===== config.mk =====
export PLATFORM = sky130hd
export DESIGN_NAME = exec_stage_nlane_flat
export DESIGN_NICKNAME = d
export VERILOG_FILES = /design/src/rtl/exec_stage_nlane_if.sv /design/src/rtl/exec_stage_nlane.sv /design/src/flat_wrapper.sv
export SDC_FILE = /design/constraint.sdc
export NUM_CORES = 2
export LEC_CHECK = 0
export CAP_MARGIN = 20
export CELL_PAD_IN_SITES_DETAIL_PLACEMENT = 0
export CELL_PAD_IN_SITES_GLOBAL_PLACEMENT = 1
export CORE_ASPECT_RATIO = 0.7
export CORE_MARGIN = 5
export CORE_UTILIZATION = 39
export CTS_BUF_LIST = sky130_fd_sc_hd__clkbuf_16
export DETAILED_ROUTE_END_ITERATION = 10
export PLACE_DENSITY = 0.83
export SYNTH_ARGS = -nofsm -noshare
export SYNTH_HDL_FRONTEND = slang
export SYNTH_SLANG_ARGS = --single-unit
export TNS_END_PERCENT = 5

===== constraint.sdc =====
create_clock -name clk -period 8.2 [get_ports clk]
set_input_delay 0.82 -clock clk [delete_from_list [all_inputs] [get_ports clk]]
set_output_delay 0.82 -clock clk [all_outputs]
set_load 0.05 [all_outputs]

===== src/rtl/exec_stage_nlane_if.sv =====
// EX-stage bus: issue-side operands and controls, MEM/WB forwarding sources and
// the registered EX/MEM outputs.
interface exec_stage_nlane_if #(
    parameter int unsigned LANES = 2,
    parameter int unsigned XLEN  = 32
);
    logic [LANES-1:0]      i_valid, i_reg_write, i_mem_write, i_flush;
    logic [5*LANES-1:0]    i_rs1_addr, i_rs2_addr, i_rd_addr;
    logic [XLEN*LANES-1:0] i_rs1_data, i_rs2_data, i_imm, i_pc;
    logic [3*LANES-1:0]    i_src1_mux, i_src2_mux;
    logic [10*LANES-1:0]   i_alu_func;
    logic                  i_mul_op;
    logic                  i_stall;
    logic [LANES-1:0]      mem_reg_write, wb_reg_write;
    logic [5*LANES-1:0]    mem_rd_addr, wb_rd_addr;
    logic [XLEN*LANES-1:0] mem_data, wb_data;
    logic [LANES-1:0]      o_valid, o_reg_write, o_mem_write, o_branch;
    logic [5*LANES-1:0]    o_rd_addr;
    logic [XLEN*LANES-1:0] o_alu_out, o_store_data;
    logic                  o_stall_req;

    modport master (
        output i_valid, i_reg_write, i_mem_write, i_flush, i_rs1_addr, i_rs2_addr, i_rd_addr,
               i_rs1_data, i_rs2_data, i_imm, i_pc, i_src1_mux, i_src2_mux, i_alu_func,
               i_mul_op, i_stall, mem_reg_write, wb_reg_write, mem_rd_addr, wb_rd_addr,
               mem_data, wb_data,
        input  o_valid, o_reg_write, o_mem_write, o_branch, o_rd_addr, o_alu_out,
               o_store_data, o_stall_req
    );

    modport slave (
        input  i_valid, i_reg_write, i_mem_write, i_flush, i_rs1_addr, i_rs2_addr, i_rd_addr,
               i_rs1_data, i_rs2_data, i_imm, i_pc, i_src1_mux, i_src2_mux, i_alu_func,
               i_mul_op, i_stall, mem_reg_write, wb_reg_write, mem_rd_addr, wb_rd_addr,
               mem_data, wb_data,
        output o_valid, o_reg_write, o_mem_write, o_branch, o_rd_addr, o_alu_out,
               o_store_data, o_stall_req
    );
endinterface


===== src/rtl/exec_stage_nlane.sv =====
// Multi-lane execute stage: per-lane operand forwarding, ALU and EX/MEM register,
// plus a lane-0 multicycle multiplier that stalls the whole stage.
module exec_stage_nlane #(
    parameter int unsigned LANES   = 2,
    parameter int unsigned XLEN    = 32,
    parameter int unsigned MUL_LAT = 4
) (
    input logic               clk,
    input logic               rst,
    exec_stage_nlane_if.slave bus
);

    localparam int unsigned ShW  = $clog2(XLEN);
    localparam int unsigned CntW = (MUL_LAT > 1) ? $clog2(MUL_LAT) : 1;

    typedef enum logic [1:0] {StIdle, StBusy, StDone} mul_state_e;

    mul_state_e            state_q;
    logic [CntW-1:0]       cnt_q;
    logic [XLEN-1:0]       mul_a_q, mul_b_q, product;
    logic [LANES-1:0]      valid_q, reg_write_q, mem_write_q, branch_q;
    logic [5*LANES-1:0]    rd_addr_q;
    logic [XLEN*LANES-1:0] alu_out_q, store_data_q;
    logic [XLEN*LANES-1:0] rs1_fwd, rs2_fwd, op_a, op_b, alu_res;
    logic                  mul_start, stall_req, hold, mul_write;

    // Later writes win: WB lanes lowest priority, MEM lane LANES-1 highest.
    function automatic logic [XLEN-1:0] fwd(
        input logic [4:0]            rs,
        input logic [XLEN-1:0]       rf_data,
        input logic [LANES-1:0]      m_we,
        input logic [5*LANES-1:0]    m_rd,
        input logic [XLEN*LANES-1:0] m_d,
        input logic [LANES-1:0]      w_we,
        input logic [5*LANES-1:0]    w_rd,
        input logic [XLEN*LANES-1:0] w_d
    );
        fwd = rf_data;
        if (rs != 5'd0) begin
            for (int k = 0; k < LANES; k++) begin
                if (w_we[k] && (w_rd[5*k +: 5] == rs)) fwd = w_d[XLEN*k +: XLEN];
            end
            for (int k = 0; k < LANES; k++) begin
                if (m_we[k] && (m_rd[5*k +: 5] == rs)) fwd = m_d[XLEN*k +: XLEN];
            end
        end
    endfunction

    // One-hot function: ADD SUB SLL SLT SLTU XOR SRL SRA OR AND (bit 0..9).
    function automatic logic [XLEN-1:0] alu(
        input logic [9:0]      func,
        input logic [XLEN-1:0] a,
        input logic [XLEN-1:0] b
    );
        logic [ShW-1:0] sh;
        sh = b[ShW-1:0];
        unique case (1'b1)
            func[0]: alu = a + b;
            func[1]: alu = a - b;
            func[2]: alu = a << sh;
            func[3]: alu = {{(XLEN-1){1'b0}}, $signed(a) < $signed(b)};
            func[4]: alu = {{(XLEN-1){1'b0}}, a < b};
            func[5]: alu = a ^ b;
            func[6]: alu = a >> sh;
            func[7]: alu = $signed(a) >>> sh;
            func[8]: alu = a | b;
            func[9]: alu = a & b;
            default: alu = '0;
        endcase
    endfunction

    always_comb begin
        rs1_fwd = '0;
        rs2_fwd = '0;
        op_a    = '0;
        op_b    = '0;
        alu_res = '0;
        for (int l = 0; l < LANES; l++) begin
            rs1_fwd[XLEN*l +: XLEN] = fwd(bus.i_rs1_addr[5*l +: 5], bus.i_rs1_data[XLEN*l +: XLEN],
                                          bus.mem_reg_write, bus.mem_rd_addr, bus.mem_data,
                                          bus.wb_reg_write, bus.wb_rd_addr, bus.wb_data);
            rs2_fwd[XLEN*l +: XLEN] = fwd(bus.i_rs2_addr[5*l +: 5], bus.i_rs2_data[XLEN*l +: XLEN],
                                          bus.mem_reg_write, bus.mem_rd_addr, bus.mem_data,
                                          bus.wb_reg_write, bus.wb_rd_addr, bus.wb_data);
            case (bus.i_src1_mux[3*l +: 3])
                3'd1:    op_a[XLEN*l +: XLEN] = bus.i_imm[XLEN*l +: XLEN];
                3'd2:    op_a[XLEN*l +: XLEN] = bus.i_pc[XLEN*l +: XLEN];
                default: op_a[XLEN*l +: XLEN] = rs1_fwd[XLEN*l +: XLEN];
            endcase
            case (bus.i_src2_mux[3*l +: 3])
                3'd1:    op_b[XLEN*l +: XLEN] = bus.i_imm[XLEN*l +: XLEN];
                3'd2:    op_b[XLEN*l +: XLEN] = XLEN'(4);
                default: op_b[XLEN*l +: XLEN] = rs2_fwd[XLEN*l +: XLEN];
            endcase
            alu_res[XLEN*l +: XLEN] = alu(bus.i_alu_func[10*l +: 10], op_a[XLEN*l +: XLEN],
                                          op_b[XLEN*l +: XLEN]);
        end
    end

    assign mul_start = bus.i_valid[0] & bus.i_mul_op & ~bus.i_flush[0];

    always_comb begin
        stall_req = 1'b0;
        case (state_q)
            StIdle:  stall_req = mul_start;
            StBusy:  stall_req = ~bus.i_flush[0];
            default: stall_req = 1'b0;
        endcase
    end

    assign hold      = bus.i_stall | stall_req;
    assign product   = mul_a_q * mul_b_q;
    assign mul_write = (state_q == StDone) & ~bus.i_flush[0] & ~bus.i_stall;

    always_ff @(posedge clk) begin
        if (rst) begin
            state_q <= StIdle;
            cnt_q   <= '0;
            mul_a_q <= '0;
            mul_b_q <= '0;
        end else begin
            case (state_q)
                StIdle: begin
                    if (mul_start) begin
                        mul_a_q <= op_a[XLEN-1:0];
                        mul_b_q <= op_b[XLEN-1:0];
                        cnt_q   <= CntW'(MUL_LAT - 1);
                        state_q <= (MUL_LAT == 1) ? StDone : StBusy;
                    end
                end
                StBusy: begin
                    if (bus.i_flush[0]) begin
                        state_q <= StIdle;
                        cnt_q   <= '0;
                    end else begin
                        cnt_q <= cnt_q - CntW'(1);
                        if (cnt_q <= CntW'(1)) state_q <= StDone;
                    end
                end
                StDone: begin
                    if (bus.i_flush[0] || !bus.i_stall) state_q <= StIdle;
                end
                default: state_q <= StIdle;
            endcase
        end
    end

    always_ff @(posedge clk) begin
        if (rst) begin
            valid_q      <= '0;
            reg_write_q  <= '0;
            mem_write_q  <= '0;
            branch_q     <= '0;
            rd_addr_q    <= '0;
            alu_out_q    <= '0;
            store_data_q <= '0;
        end else begin
            for (int l = 0; l < LANES; l++) begin
                if (bus.i_flush[l]) begin
                    valid_q[l]          <= 1'b0;
                    reg_write_q[l]      <= 1'b0;
                    mem_write_q[l]      <= 1'b0;
                    branch_q[l]         <= 1'b0;
                    rd_addr_q[5*l +: 5] <= '0;
                end else if (!hold) begin
                    valid_q[l]                   <= bus.i_valid[l];
                    reg_write_q[l]               <= bus.i_valid[l] & bus.i_reg_write[l];
                    mem_write_q[l]               <= bus.i_valid[l] & bus.i_mem_write[l];
                    branch_q[l]                  <= (alu_res[XLEN*l +: XLEN] == '0);
                    rd_addr_q[5*l +: 5]          <= bus.i_rd_addr[5*l +: 5];
                    alu_out_q[XLEN*l +: XLEN]    <= alu_res[XLEN*l +: XLEN];
                    store_data_q[XLEN*l +: XLEN] <= rs2_fwd[XLEN*l +: XLEN];
                end
            end
            if (mul_write) alu_out_q[XLEN-1:0] <= product;
        end
    end

    assign bus.o_valid      = valid_q;
    assign bus.o_reg_write  = reg_write_q;
    assign bus.o_mem_write  = mem_write_q;
    assign bus.o_branch     = branch_q;
    assign bus.o_rd_addr    = rd_addr_q;
    assign bus.o_alu_out    = alu_out_q;
    assign bus.o_store_data = store_data_q;
    assign bus.o_stall_req  = stall_req;

endmodule

===== src/flat_wrapper.sv =====
// flat-port wrapper written by rule: the top's interface ports become plain ports
module exec_stage_nlane_flat 
#(
    parameter int unsigned LANES   = 2,
    parameter int unsigned XLEN    = 32,
    parameter int unsigned MUL_LAT = 4
)
  (clk, rst, bus_i_valid, bus_i_reg_write, bus_i_mem_write, bus_i_flush, bus_i_rs1_addr, bus_i_rs2_addr, bus_i_rd_addr, bus_i_rs1_data, bus_i_rs2_data, bus_i_imm, bus_i_pc, bus_i_src1_mux, bus_i_src2_mux, bus_i_alu_func, bus_i_mul_op, bus_i_stall, bus_mem_reg_write, bus_wb_reg_write, bus_mem_rd_addr, bus_wb_rd_addr, bus_mem_data, bus_wb_data, bus_o_valid, bus_o_reg_write, bus_o_mem_write, bus_o_branch, bus_o_rd_addr, bus_o_alu_out, bus_o_store_data, bus_o_stall_req);
  exec_stage_nlane_if #(.LANES(LANES), .XLEN(XLEN)) bus_i ();
  input logic clk;
  input logic rst;
  input wire logic [$bits(bus_i.i_valid)-1:0] bus_i_valid;
  input wire logic [$bits(bus_i.i_reg_write)-1:0] bus_i_reg_write;
  input wire logic [$bits(bus_i.i_mem_write)-1:0] bus_i_mem_write;
  input wire logic [$bits(bus_i.i_flush)-1:0] bus_i_flush;
  input wire logic [$bits(bus_i.i_rs1_addr)-1:0] bus_i_rs1_addr;
  input wire logic [$bits(bus_i.i_rs2_addr)-1:0] bus_i_rs2_addr;
  input wire logic [$bits(bus_i.i_rd_addr)-1:0] bus_i_rd_addr;
  input wire logic [$bits(bus_i.i_rs1_data)-1:0] bus_i_rs1_data;
  input wire logic [$bits(bus_i.i_rs2_data)-1:0] bus_i_rs2_data;
  input wire logic [$bits(bus_i.i_imm)-1:0] bus_i_imm;
  input wire logic [$bits(bus_i.i_pc)-1:0] bus_i_pc;
  input wire logic [$bits(bus_i.i_src1_mux)-1:0] bus_i_src1_mux;
  input wire logic [$bits(bus_i.i_src2_mux)-1:0] bus_i_src2_mux;
  input wire logic [$bits(bus_i.i_alu_func)-1:0] bus_i_alu_func;
  input wire logic [$bits(bus_i.i_mul_op)-1:0] bus_i_mul_op;
  input wire logic [$bits(bus_i.i_stall)-1:0] bus_i_stall;
  input wire logic [$bits(bus_i.mem_reg_write)-1:0] bus_mem_reg_write;
  input wire logic [$bits(bus_i.wb_reg_write)-1:0] bus_wb_reg_write;
  input wire logic [$bits(bus_i.mem_rd_addr)-1:0] bus_mem_rd_addr;
  input wire logic [$bits(bus_i.wb_rd_addr)-1:0] bus_wb_rd_addr;
  input wire logic [$bits(bus_i.mem_data)-1:0] bus_mem_data;
  input wire logic [$bits(bus_i.wb_data)-1:0] bus_wb_data;
  output wire logic [$bits(bus_i.o_valid)-1:0] bus_o_valid;
  output wire logic [$bits(bus_i.o_reg_write)-1:0] bus_o_reg_write;
  output wire logic [$bits(bus_i.o_mem_write)-1:0] bus_o_mem_write;
  output wire logic [$bits(bus_i.o_branch)-1:0] bus_o_branch;
  output wire logic [$bits(bus_i.o_rd_addr)-1:0] bus_o_rd_addr;
  output wire logic [$bits(bus_i.o_alu_out)-1:0] bus_o_alu_out;
  output wire logic [$bits(bus_i.o_store_data)-1:0] bus_o_store_data;
  output wire logic [$bits(bus_i.o_stall_req)-1:0] bus_o_stall_req;
  assign bus_i.i_valid = bus_i_valid;
  assign bus_i.i_reg_write = bus_i_reg_write;
  assign bus_i.i_mem_write = bus_i_mem_write;
  assign bus_i.i_flush = bus_i_flush;
  assign bus_i.i_rs1_addr = bus_i_rs1_addr;
  assign bus_i.i_rs2_addr = bus_i_rs2_addr;
  assign bus_i.i_rd_addr = bus_i_rd_addr;
  assign bus_i.i_rs1_data = bus_i_rs1_data;
  assign bus_i.i_rs2_data = bus_i_rs2_data;
  assign bus_i.i_imm = bus_i_imm;
  assign bus_i.i_pc = bus_i_pc;
  assign bus_i.i_src1_mux = bus_i_src1_mux;
  assign bus_i.i_src2_mux = bus_i_src2_mux;
  assign bus_i.i_alu_func = bus_i_alu_func;
  assign bus_i.i_mul_op = bus_i_mul_op;
  assign bus_i.i_stall = bus_i_stall;
  assign bus_i.mem_reg_write = bus_mem_reg_write;
  assign bus_i.wb_reg_write = bus_wb_reg_write;
  assign bus_i.mem_rd_addr = bus_mem_rd_addr;
  assign bus_i.wb_rd_addr = bus_wb_rd_addr;
  assign bus_i.mem_data = bus_mem_data;
  assign bus_i.wb_data = bus_wb_data;
  assign bus_o_valid = bus_i.o_valid;
  assign bus_o_reg_write = bus_i.o_reg_write;
  assign bus_o_mem_write = bus_i.o_mem_write;
  assign bus_o_branch = bus_i.o_branch;
  assign bus_o_rd_addr = bus_i.o_rd_addr;
  assign bus_o_alu_out = bus_i.o_alu_out;
  assign bus_o_store_data = bus_i.o_store_data;
  assign bus_o_stall_req = bus_i.o_stall_req;
  exec_stage_nlane #(.LANES(LANES), .XLEN(XLEN), .MUL_LAT(MUL_LAT)) u_core (.clk(clk), .rst(rst), .bus(bus_i));
endmodule

## Word level (Yosys, flattened, before mapping)

Index checks and enable logic that the tools add are counted.

| storage, ports and cells | value |
|---|---|
| bits of input ports | 482 |
| bits in writable memories | 0 |
| memories kept | 0 |
| memory bits (read-only) | 0 |
| bits in latches | 0 |
| logic and storage cells | 157 |
| bits in registers | 214 |

| operators by class | value |
|---|---|
| shifts and indexed selects | 6 |
| bitwise operators | 19 |
| $mul | 1 |
| reduce and logical (&&, ||, !) cells | 34 |
| $lt $le $gt $ge | 5 |
| div/mod/pow operators | 0 |
| muxes and demuxes | 38 |
| add/subtract/negate cells | 5 |
| equal/unequal tests | 31 |

Operators by type and width:

| kind | number |
|---|---|
| 2-to-1 mux 32 bit | 23 |
| one-hot mux 32 bit (10 select lines) | 2 |
| one-hot mux 32 bit (2 select lines) | 4 |
| less-than comparator 32 bit | 4 |
| equality test 5 bit | 16 |
| adder 32 bit | 2 |
| AND 32 bit | 2 |
| logical NOT 32 bit | 2 |
| OR 32 bit | 2 |
| << shifter 32 x 5 -> 32 bit | 2 |
| right shift 32 x 5 -> 32 bit | 2 |
| >>> shifter 32 x 5 -> 32 bit | 2 |
| subtractor 32 bit | 2 |
| XOR 32 bit | 2 |
| multiplier 32 x 32 -> 32 bit | 1 |
| nonzero test 5 bit | 4 |
| logical AND 1 bit | 16 |
| equality test 3 x 1 -> 1 bit, second input constant | 4 |
| equality test 3 x 2 -> 1 bit, second input constant | 4 |
| 2-to-1 mux 2 bit | 6 |
| AND reduction 2 bit | 5 |
| AND 1 bit | 8 |
| one-hot mux 2 bit (3 select lines) | 1 |
| inequality test 2 x 1 -> 1 bit, second input constant | 2 |
| other kinds (16) | 21 |

## Logic depth before layout (Yosys ltp)

| logic depth | value |
|---|---|
| word-level depth | 13 |
| depth in mapped cells | 33 |
| depth with buffers taken out | 28 |

## Least setup slack after synthesis

OpenSTA, ideal clock, no wires.

| timing | value |
|---|---|
| path kind | input to register |
| start point | input port bus_i_rs2_addr[4] |
| end point | register u_core.branch_q[0], in the netlist u_core.bus.o_branch[0] |
| data arrival time | 7.860 ns |
| data required time | 8.124 ns |
| setup time | 0.076 ns |
| stages | 30 |
| path slack | 0.264 ns |
| cell sequence | buf_2 -> xor2_1 -> nor4_4 -> and2_1 -> buf_4 -> o31ai_1 -> a311o_1 -> nand2_1 -> buf_2 -> buf_2 -> buf_2 -> clkbuf_1 -> clkbuf_1 -> clkbuf_1 -> ha_1 -> clkbuf_1 -> o21ai_0 -> a21o_1 -> a21oi_1 -> a2111oi_0 -> nor4b_1 -> o41ai_1 -> o221a_2 -> nor2_1 -> a2111oi_0 -> o211ai_1 -> or4_1 -> nor4_1 -> nand4_1 -> o22ai_1 |

| between the ends | value |
|---|---|
| word-level cells in the longest chain between the ends | 11 |

Ends and longest elaborated chain:

| element | RTL line | source |
|---|---|---|
| start, declared | flat_wrapper.sv:17 | `input wire logic [$bits(bus_i.i_rs2_addr)-1:0] bus_i_rs2_addr;` |
| equality test 5 bit | exec_stage_nlane.sv:41 | `if (w_we[k] && (w_rd[5*k +: 5] == rs)) fwd = w_d[XLEN*k +: XLEN];` |
| logical AND 1 bit | exec_stage_nlane.sv:41 |  |
| 2-to-1 mux 32 bit (2 in a row) | exec_stage_nlane.sv:41 |  |
| 2-to-1 mux 32 bit (2 in a row) | exec_stage_nlane.sv:44 | `if (m_we[k] && (m_rd[5*k +: 5] == rs)) fwd = m_d[XLEN*k +: XLEN];` |
| 2-to-1 mux 32 bit (*) | exec_stage_nlane.sv:39 | `if (rs != 5'd0) begin` |
| one-hot mux 32 bit (2 select lines) (*) | exec_stage_nlane.sv:90 | `case (bus.i_src2_mux[3*l +: 3])` |
| subtractor 32 bit, or another cell as far along | exec_stage_nlane.sv:59 | `func[1]: alu = a - b;` |
| one-hot mux 32 bit (10 select lines) (*) | exec_stage_nlane.sv:57 | `unique case (1'b1)` |
| logical NOT 32 bit (*) | exec_stage_nlane.sv:169 | `branch_q[l] <= (alu_res[XLEN*l +: XLEN] == '0);` |
| end signal, assigned by index | exec_stage_nlane.sv:169 |  |
| end, declared | exec_stage_nlane.sv:21 | `logic [LANES-1:0] valid_q, reg_write_q, mem_write_q, branch_q;` |

Mark *: on every way between the ends. The rest lies on a longest branch, timed or not.
A chain may end at the register's enable or synchronous reset.

## Worst setup path in the final report

| timing | value |
|---|---|
| start point | register u_core.mul_a_q[4] |
| end point | register u_core.alu_out_q[28], in the netlist u_core.bus.o_alu_out[28] |

| between the ends | value |
|---|---|
| word-level cells in the longest chain between the ends | 2 |

Ends and longest elaborated chain:

| element | RTL line | source |
|---|---|---|
| start, declared | exec_stage_nlane.sv:20 | `logic [XLEN-1:0] mul_a_q, mul_b_q, product;` |
| start signal, assigned | exec_stage_nlane.sv:125 | `mul_a_q <= op_a[XLEN-1:0];` |
| multiplier 32 x 32 -> 32 bit | exec_stage_nlane.sv:112 | `assign product = mul_a_q * mul_b_q;` |
| 2-to-1 mux 32 bit | exec_stage_nlane.sv:175 | `if (mul_write) alu_out_q[XLEN-1:0] <= product;` |
| end signal, assigned by index | exec_stage_nlane.sv:171 | `alu_out_q[XLEN*l +: XLEN] <= alu_res[XLEN*l +: XLEN];` |
| end signal, assigned by index | exec_stage_nlane.sv:175 |  |
| end, declared | exec_stage_nlane.sv:23 | `logic [XLEN*LANES-1:0] alu_out_q, store_data_q;` |

No other way between the ends.

==> qor.txt <==
Status = finished clean
Synth area leader = fa_1
Slew headroom = 19.3%
Multi-input gate area = 40900 um2
Via-to-Cell Ratio = 6.60
Setup-failing EPs final = 0
Synthesized instance count = 6803
Pre-antenna DRT Iters = 8
Routability cong. = 1.11
Leakage = 26.8 nW
Synthesis Warnings = 0
Die Footprint = 134000 um2
Number of synthesized register bits = 214
Ys flop type = dfxtp_1
Aggregate negative setup slack = 0 ps
Post-Route WL = 325 mm
Fmax = 125 MHz
Critical path type = register to register
Max_cap viols = 0
Worst IR Drop VDD = 218 uV
Arr. time, crit path = 8540 ps
DRC = 0
GRT Total Usage = 46.3%
Unique masters post-synth = 95
Clock Skews = 61.0 ps
Cell-internal power = 4.02 mW
Combinational share of power = 70.5%
Die W = 436 um
PortBufs = 628
Hold crit path type = register to register
Power Density = 140 nW/um2
Sequential share of the synthesized area = 8.66%
Final net count = 8792
Final hold viol count = 0
Sw Pwr = 4.73 mW
FP Rows = 109
Vias in the first global route = 57600
Routed Antenna Nets = 0
Crit. End Element = register
Grt ovf = 0
Synth top area cells = fa_1 17%, dfxtp_1 8.7%, ha_1 8.1%
CTS Buffer Depth = 3
Post-synth top cells = 677 x nor2_1, 610 x inv_1, 608 x nand2_1
Final worst path period share = 97.4%
Area Overhead vs Synth = 25.9%
Non-filler cells, final = 9291
Share of cells above drive strength 1 = 11.4%
Initial antenna violation count = 47
Average wire per standard cell = 35.0 um
Fill cells = 12500
Crit-path slowest cell = fa_1
Asr flop ratio synth = 0%
Sw Ratio = 54.1%
First-pass GRT wire length = 450 mm
EDFF count, synth = 0
DP HPWL = 264 mm
Root Driver = clkbuf_16
Top-count cell post-synth = nor2_1
Max Slew Vio Count = 0
CTS Buf Count = 29
I/O pin cnt = 629
Sequential cell area = 4290 um2
CP required = 8760 ps
Top-area cell type share of the netlist area = 16.7%
CTS Hold Buffers Added = 0
Starting Density = 39.2%
Initial DRC count = 9424
Clk slew on worst S/H paths = 60 ps
Htree depth = 1
Vias = 61300
Syn nets = 8019
CTS Sinks = 214
Startpoint types = register
Tightest Pin Transition = 1200 ps
Clock Latency Late Sink = 700 ps
Largest net degree at the start of global routing = 84
Synth Cell Area = 49500 um2
Crit-path max FO = 19
Clock network power share = 15.7%
Reg power frac = 13.8%
Avg Cell Area, Syn = 7.28 um2
RSZ-0062 raised after global routing = yes
Minimum clock period = 7980 ps
Worst R2R Setup Slack = 220 ps
TritonCTS clock tree = built
Core area = 126000 um2
CP dominant cell by count = buf_4
Max incr delay on CP = 550 ps
Die Ht = 308 um
Cells after DPL = 9209
-- what timing repair did --
| action | in CTS | in global routing |
|---|---|---|
| setup endpoints to repair | 1 | 8 |
| buffers inserted | 0 | 0 |
| gates resized for setup | 3 | 14 |
-- through the flow --
step / total power, mW / setup slack [ps] / area (um2) / utilization (%) / hold slack (ps)
after floorplan: 4.28 / 264 / 49500 / - / 436
after global routing: 8.99 / -21.3 / 62300 / 49.4 / 475
after detailed placement: 7.03 / -1130 / 61200 / 48.5 / 445
final: 8.75 / 217 / 62300 / 49.4 / 454
after CTS: 8.44 / 43.3 / 62200 / 49.3 / 453
after global placement: 7.06 / -1050 / 61200 / 48.5 / 439
-- cells by family (layout without fill, tap and decap cells) --
kind of cell	after synthesis	after routing	synth area share [%]
and+or+nand+nor	2250	2250	21.1
AOI/OAI and AO/OA	2003	2003	28.1
buffers and inverters	1174	1970	9.16
adders and majority gates	734	734	24.8
xor gates and xnor gates	222	222	3.93
DFF	214	214	8.66
muxes	206	206	4.24
other	0	27	0
-- worst paths after layout --
| kind | startpoint | to | cells past startpoint |
|---|---|---|---|
| max | u_core.mul_a_q[4] | u_core.bus.o_alu_out[28] | 29 |
| min | u_core.bus.o_rd_addr[3] | u_core.bus.o_rd_addr[3] | 2 |
| max reg2reg | u_core.mul_a_q[4] | u_core.bus.o_alu_out[28] | 29 |
| min reg2reg | u_core.bus.o_rd_addr[3] | u_core.bus.o_rd_addr[3] | 2 |
-- layer usage --
layer  share of wire, %  wire length (um)  track usage [%]
met2                 37            121000             61.1
met5               0.10               336                0
met1                 41            134000             63.2
met4                6.1             20000             22.0
met3                 16             50500             21.1
-- power groups by stage --
stage / clock network, mW / registers, mW / logic [mW]
final: 1.37 / 1.20 / 6.17
after global routing: 1.42 / 1.20 / 6.36
after CTS: 1.39 / 1.20 / 5.86
after detailed placement: 0 / 1.22 / 5.82
after global placement: 0 / 1.22 / 5.84
after floorplan: 0 / 1.35 / 2.92
-- final cells by class --
type	count	area share (%)
Inverter	615	3.70
Clock inverter	25	0.375
Multi-Input combinational cell	5415	65.6
Clock buffer	29	1.16
Antenna cell	27	0.108
Sequential cell	214	6.88
Timing Repair Buffer	1301	18.8
Tap cell	1665	3.34
-- worst max-delay path, delay by kind of cell (launching register included) --
family                   cells  cell delay (ps)
adder cells (fa/ha/maj)      9             3640
AO/OA/AOI/OAI                7             1710
buffers and inverters        9             1230
AND/OR/NAND/NOR              3              630
flip-flops                   1              320
XOR/XNOR                     1              300
-- sequential cells by signal (all words and copies together) (netlist names) --
signal / flops
u_core.bus.o_alu_out: 64
u_core.bus.o_branch: 2
u_core.bus.o_mem_write: 2
u_core.bus.o_rd_addr: 10
u_core.bus.o_reg_write: 2
u_core.bus.o_store_data: 64
u_core.bus.o_valid: 2
u_core.cnt_q: 2
u_core.mul_a_q: 32
u_core.mul_b_q: 32
u_core.state_q: 2
-- placed cells by master (no fill, tap or decap), drive strengths merged, types with 80 or more instances in the layout --
cell and instances:
dfxtp 214, clkdlybuf4s50 627, a22o 80, nor2 679, nand2 609, a211oi 269
inv 620, o21ai 252, mux2i 177, fa 412, and2 298, a22oi 105
xnor2 160, ha 322, o221ai 94, a21oi 527, nor3 293, buf 673
a221oi 100, nand3 126
No activity file was read; power rests on OpenSTA's default activity.
